**config.mk**
```make
export PLATFORM = sky130hd
export DESIGN_NAME = i2c_slave_mem
export DESIGN_NICKNAME = d
export VERILOG_FILES = /design/src/rtl/i2c_slave_mem.sv
export SDC_FILE = /design/constraint.sdc
export NUM_CORES = 2
export LEC_CHECK = 0
export CELL_PAD_IN_SITES_DETAIL_PLACEMENT = 1
export CELL_PAD_IN_SITES_GLOBAL_PLACEMENT = 2
export CORE_ASPECT_RATIO = 0.75
export CORE_MARGIN = 2
export CORE_UTILIZATION = 45
export CTS_CLUSTER_SIZE = 10
export DETAILED_ROUTE_END_ITERATION = 10
export GPL_TIMING_DRIVEN = 1
export PLACE_DENSITY_LB_ADDON = 0.1
export SLEW_MARGIN = 10
export SYNTH_ARGS = -nofsm -noshare
export SYNTH_HDL_FRONTEND = slang
export SYNTH_SLANG_ARGS = --single-unit
```
**constraint.sdc**
```tcl
create_clock -name clk -period 4.4 [get_ports clk]
set_clock_uncertainty 0.05 [all_clocks]
set_input_delay 0.88 -clock clk [delete_from_list [all_inputs] [get_ports clk]]
set_output_delay 0.88 -clock clk [all_outputs]
set_load 0.02 [all_outputs]
```
**src/rtl/i2c_slave_mem.sv**
```systemverilog
// i2c_slave_mem: I2C target presenting a byte memory like a 24-series EEPROM (16-bit addressing).
// SCL/SDA are oversampled on clk; SDA is driven open-drain through sda_oe.
module i2c_slave_mem #(
  parameter logic [6:0] DEVICE_ADDR = 7'b1010_000,
  parameter int ADDR_BITS = 8,
  parameter int SYNC_STAGES = 2
) (
  input  logic                 clk,
  input  logic                 n_reset,
  input  logic                 scl,
  input  logic                 sda_i,
  output logic                 sda_oe,
  output logic                 busy,
  output logic                 wr_valid,
  output logic [ADDR_BITS-1:0] wr_addr,
  output logic [7:0]           wr_data
);
  localparam int DEPTH = 2**ADDR_BITS;
  typedef enum logic [3:0] {
    IDLE, DEV_ADDR, ACK_DEV, ADDR_HI, ACK_HI, ADDR_LO, ACK_LO,
    WR_DATA, ACK_WR, RD_DATA, RD_ACK, WAIT_STOP
  } state_t;
  state_t r_state;
  logic [SYNC_STAGES-1:0] r_scl_sync, r_sda_sync;
  logic r_scl_d, r_sda_d, r_rw;
  logic [7:0] r_shift, r_tx, r_addr_hi;
  logic [3:0] r_cnt;
  logic [ADDR_BITS-1:0] r_ptr;
  logic [7:0] r_mem [DEPTH];
  logic w_scl, w_sda, w_rise, w_fall, w_start, w_stop, w_recv, w_we, w_match;
  logic [7:0] w_byte, w_rd;
  assign w_scl   = r_scl_sync[SYNC_STAGES-1];
  assign w_sda   = r_sda_sync[SYNC_STAGES-1];
  assign w_rise  = w_scl & ~r_scl_d;
  assign w_fall  = ~w_scl & r_scl_d;
  assign w_start = w_scl & r_scl_d & r_sda_d & ~w_sda;
  assign w_stop  = w_scl & r_scl_d & ~r_sda_d & w_sda;
  assign w_recv  = r_state inside {DEV_ADDR, ADDR_HI, ADDR_LO, WR_DATA};
  assign w_byte  = {r_shift[6:0], w_sda};
  assign w_we    = r_state == WR_DATA && w_rise && r_cnt == 4'd7;
  assign w_match = r_shift[7:1] == DEVICE_ADDR;
  assign w_rd    = r_mem[r_ptr];
  // Memory is deliberately left out of reset so contents survive n_reset.
  always_ff @(posedge clk)
    if (w_we) r_mem[r_ptr] <= w_byte;
  always_ff @(posedge clk or negedge n_reset)
    if (!n_reset) begin
      r_scl_sync <= '1;
      r_sda_sync <= '1;
      r_scl_d    <= 1'b1;
      r_sda_d    <= 1'b1;
      r_state    <= IDLE;
      r_shift    <= '0;
      r_tx       <= '0;
      r_addr_hi  <= '0;
      r_cnt      <= '0;
      r_rw       <= 1'b0;
      r_ptr      <= '0;
      sda_oe     <= 1'b0;
      busy       <= 1'b0;
      wr_valid   <= 1'b0;
      wr_addr    <= '0;
      wr_data    <= '0;
    end else begin
      r_scl_sync <= {r_scl_sync[SYNC_STAGES-2:0], scl};
      r_sda_sync <= {r_sda_sync[SYNC_STAGES-2:0], sda_i};
      r_scl_d    <= w_scl;
      r_sda_d    <= w_sda;
      wr_valid   <= w_we;
      if (w_we) begin
        wr_addr <= r_ptr;
        wr_data <= w_byte;
      end
      if (w_start) begin
        r_state <= DEV_ADDR;
        r_cnt   <= '0;
        sda_oe  <= 1'b0;
      end else if (w_stop) begin
        r_state <= IDLE;
        sda_oe  <= 1'b0;
        busy    <= 1'b0;
      end else if (w_rise) begin
        if (w_recv) begin
          r_shift <= w_byte;
          r_cnt   <= r_cnt + 4'd1;
        end
        if (r_state == RD_ACK) begin
          r_ptr <= r_ptr + 1'b1;
          if (w_sda) begin
            busy    <= 1'b0;
            r_state <= WAIT_STOP;
          end
        end
      end else if (w_fall) begin
        // Every state change that touches SDA happens here, while SCL is low.
        case (r_state)
          DEV_ADDR: if (r_cnt == 4'd8) begin
            r_cnt   <= '0;
            r_rw    <= r_shift[0];
            sda_oe  <= w_match;
            busy    <= busy | w_match;
            r_state <= w_match ? ACK_DEV : WAIT_STOP;
          end
          ADDR_HI: if (r_cnt == 4'd8) begin
            r_cnt     <= '0;
            r_addr_hi <= r_shift;
            sda_oe    <= 1'b1;
            r_state   <= ACK_HI;
          end
          ADDR_LO: if (r_cnt == 4'd8) begin
            r_cnt   <= '0;
            r_ptr   <= ADDR_BITS'({r_addr_hi, r_shift});
            sda_oe  <= 1'b1;
            r_state <= ACK_LO;
          end
          WR_DATA: if (r_cnt == 4'd8) begin
            r_cnt   <= '0;
            sda_oe  <= 1'b1;
            r_state <= ACK_WR;
          end
          ACK_DEV: begin
            r_tx    <= w_rd;
            r_cnt   <= {3'b0, r_rw};
            sda_oe  <= r_rw ? ~w_rd[7] : 1'b0;
            r_state <= r_rw ? RD_DATA : ADDR_HI;
          end
          ACK_HI: begin
            sda_oe  <= 1'b0;
            r_state <= ADDR_LO;
          end
          ACK_LO: begin
            sda_oe  <= 1'b0;
            r_state <= WR_DATA;
          end
          ACK_WR: begin
            sda_oe  <= 1'b0;
            r_ptr   <= r_ptr + 1'b1;
            r_state <= WR_DATA;
          end
          RD_DATA: if (r_cnt == 4'd8) begin
            sda_oe  <= 1'b0;
            r_state <= RD_ACK;
          end else begin
            sda_oe <= ~r_tx[6];
            r_tx   <= r_tx << 1;
            r_cnt  <= r_cnt + 4'd1;
          end
          RD_ACK: begin
            r_tx    <= w_rd;
            r_cnt   <= 4'd1;
            sda_oe  <= ~w_rd[7];
            r_state <= RD_DATA;
          end
          WAIT_STOP: sda_oe <= 1'b0;
          default: ;
        endcase
      end
    end
endmodule

```
==> impl_metrics.env <==
export IMPL_status="complete, no violations"
export IMPL_clockBufferDepth=3
export IMPL_hp_class="input pin to async pin"
export IMPL_synth_top_area_share_pct=74.19
export IMPL_syn_mean_instance_area_um2=20.78
export IMPL_io_pins=23
export IMPL_rr_worst_depth=10
export IMPL_ys_ff_latch=2105
export IMPL_routedWlPerCell_um=36.51
export IMPL_criticalPathCategory="flop to flop"
export IMPL_post_route_period_util_pct=86.45
export IMPL_hold_viol=0
export IMPL_grt_most_used_layer="met1"
export IMPL_rr_endpoint="sda_oe"
export IMPL_crit_family="simple AND/OR/NAND/NOR gates"
export IMPL_clk_pin_slew_ns=0.06
export IMPL_hold_buffers=0
export IMPL_slew_limit_headroom_pct=20.23
export IMPL_area_delta_synth_final_pct=15.04
export IMPL_yosysWarnings=0
export IMPL_cp_buffers_inverters=3
export IMPL_postCtsSetupBuffers=0
export IMPL_portBuffers=22
export IMPL_worstPathCellList="buf_12, buf_4, buf_4, mux4_2, mux2i_1, o22ai_1, nor4_1, nand3_1, o21ai_1, and2_1"
export IMPL_path_max_fanout=24
export IMPL_cpPeakStageDelay_ns=0.80
export IMPL_grtUsageTotal_pct=27.24
export IMPL_ys_flop_type="edfxtp_1"
export IMPL_cp_start_kind="flop"
export IMPL_ant_nets=0
export IMPL_drv_cap=0
export IMPL_regToRegSetupSlack_ns=0.60
export IMPL_wl_um=254300
export IMPL_num_rows=136
export IMPL_coreArea_mm2=0.1831
export IMPL_p_leak_nw=30.82
export IMPL_worst_slack_ns=0.5961
export IMPL_ys_seq_area_share_pct=75.92
export IMPL_fp_dieArea_mm2=0.1877
export IMPL_worstSetupPathDepth=10
export IMPL_synthesis_nets=4003
export IMPL_fmax_mhz=262.9
export IMPL_grt_pass1_vias=43830
export IMPL_met2_usage_pct=38.94
export IMPL_fin_crit_ns=3.804
export IMPL_required_ns=5.13
export IMPL_grt_max_degree=193
export IMPL_irDropWorstVdd_v=0.0005643
export IMPL_grt_pass1_wl_um=357800
export IMPL_pre_cts_slack_ns=0.6311
export IMPL_critPathMostFrequentCell="buf_4"
export IMPL_synth_cell_types=76
export IMPL_final_common_cell="edfxtp_1"
export IMPL_grt_util_met1_pct=43.52
export IMPL_syn_inst=3990
export IMPL_clock_sinks=2105
export IMPL_initial_core_util_pct=45.27
export IMPL_vias_per_cell=6.272
export IMPL_cts_root_buffer="clkbuf_16"
export IMPL_end_kind="flop"
export IMPL_post_cts_resized=0
export IMPL_die_w_um=499.6
export IMPL_cts_tree="built"
export IMPL_syn_cell_area_mm2=0.08289
export IMPL_gr_total_overflow=0
export IMPL_r2r_start="r_ptr[0]"
export IMPL_num_nets_final=4509
export IMPL_power_density_mw_per_mm2=616.7
export IMPL_vias=43690
export IMPL_setup_viol=0
export IMPL_crit_arrival_ns=4.53
export IMPL_die_height_um=375.7
export IMPL_dp_hpwl_um=161800
export IMPL_synth_top_area_cell="edfxtp_1"
export IMPL_fin_setup_tns_ns=0
export IMPL_grt_met3_usage_pct=5.397
export IMPL_tightest_slew_ns=1.187
export IMPL_slew_viol_final=0
export IMPL_cpMaxStageDelayCell="dfrtp_4"
export IMPL_rsz0062_at_grt="false"
export IMPL_drive_gt1_share_pct=29.78
export IMPL_synth_edf_count=2048
export IMPL_synth_area_top_cells="edfxtp_1, mux4_2, mux2i_1, dfrtp_1, nor2_1"
export IMPL_cts_max_level=4
export IMPL_drc=0
export IMPL_cts_inserted_buffers=230
export IMPL_gp_congestion=0.8621
export IMPL_mostFrequentLayoutCells="edfxtp_1, mux4_2, buf_4"
export IMPL_drt_pass1_iterations=5
export IMPL_async_reset_ff_share_pct=2.708
export IMPL_antenna_found_initial=9
export IMPL_drt_iter0_drc=5695
export IMPL_insertion_delay_ns=0.86
-- sequential cells by signal, indices dropped and copies added, names as in the netlist --
signal	count
r_mem	2048
r_ptr	8
r_shift	8
wr_addr	8
wr_data	8
r_tx	7
r_cnt	4
r_state	4
r_scl_sync	2
r_sda_sync	2
busy	1
r_rw	1
r_scl_d	1
r_sda_d	1
sda_oe	1
wr_valid	1
-- cell usage after synthesis, drive strengths merged (13+ instances only) --
| cell | n |
|---|---|
| a211oi | 31 |
| a21oi | 52 |
| a221oi | 19 |
| a22oi | 81 |
| a31oi | 13 |
| buf | 162 |
| clkbuf | 88 |
| dfrtp | 51 |
| edfxtp | 2048 |
| inv | 19 |
| mux2 | 48 |
| mux2i | 143 |
| mux4 | 502 |
| nand2 | 61 |
| nand2b | 15 |
| nand3 | 68 |
| nor2 | 310 |
| nor2b | 24 |
| nor3 | 23 |
| nor4 | 21 |
| o21ai | 49 |
| o22ai | 21 |
-- where the power goes --
group          switching [mW]  total [mW]  leakage (nW)  internal, mW
combinational            11.0        17.2          8.14          6.25
clock                    7.52        16.9          3.00          9.35
sequential              0.587        24.7          19.7          24.1
-- per-stage QoR --
| stage | hold slack [ns] | util [%] | std cells | power (mW) | instance area, um^2 |
|---|---|---|---|---|---|
| after floorplan | 0.2952 | - | 3990 | 34.87 | 82900 |
| after global placement | 0.3046 | 48.71 | 6679 | 42.16 | 89180 |
| after detailed placement | 0.2999 | 48.71 | 6679 | 42.33 | 89180 |
| after CTS | 0.04554 | 52.08 | 6965 | 59.13 | 95360 |
| after global routing | 0.08554 | 52.08 | 6965 | 60.56 | 95360 |
| final | 0.07148 | 52.08 | 6966 | 58.81 | 95370 |
-- logic make-up after synthesis --
family          after synthesis  share of synthesized area (%)
fa+ha+maj                     9                         0.1358
buf+inv                     270                          1.835
compound gates              324                          2.699
flops                      2105                          75.92
xor+xnor                      1                        0.01057
simple gates                588                          3.301
mux                         693                          16.10
-- metal layers --
metal  vias to the layer above  wire, um
met1                     24020    118700
met2                      1867    110500
met5                         -         0
met3                       298     20370
li1                      17500         -
met4                         0      4730
-- how the worst max path moves through the flow --
stage	end	start	slack, ns
floorplan	r_tx[5]	r_sda_sync[1]	0.27
global placement	sda_oe	r_ptr[0]	0.53
detailed placement	sda_oe	r_ptr[0]	0.63
CTS	sda_oe	r_ptr[0]	0.62
global route	sda_oe	r_ptr[0]	0.46
finish	sda_oe	r_ptr[0]	0.60
-- layout make-up --
| cell class | count | area (um^2) |
|---|---|---|
| multi-input combinational | 1615 | 18590 |
| antenna | 1 | 2.502 |
| fill | 16060 | 87730 |
| sequential | 2105 | 62980 |
| tap | 2415 | 3022 |
| clock inverter | 16 | 244.0 |
| inverter | 20 | 80.08 |
| timing repair buffer | 524 | 4512 |
| clock buffer | 270 | 5937 |
(Power assumes the default switching activity.)
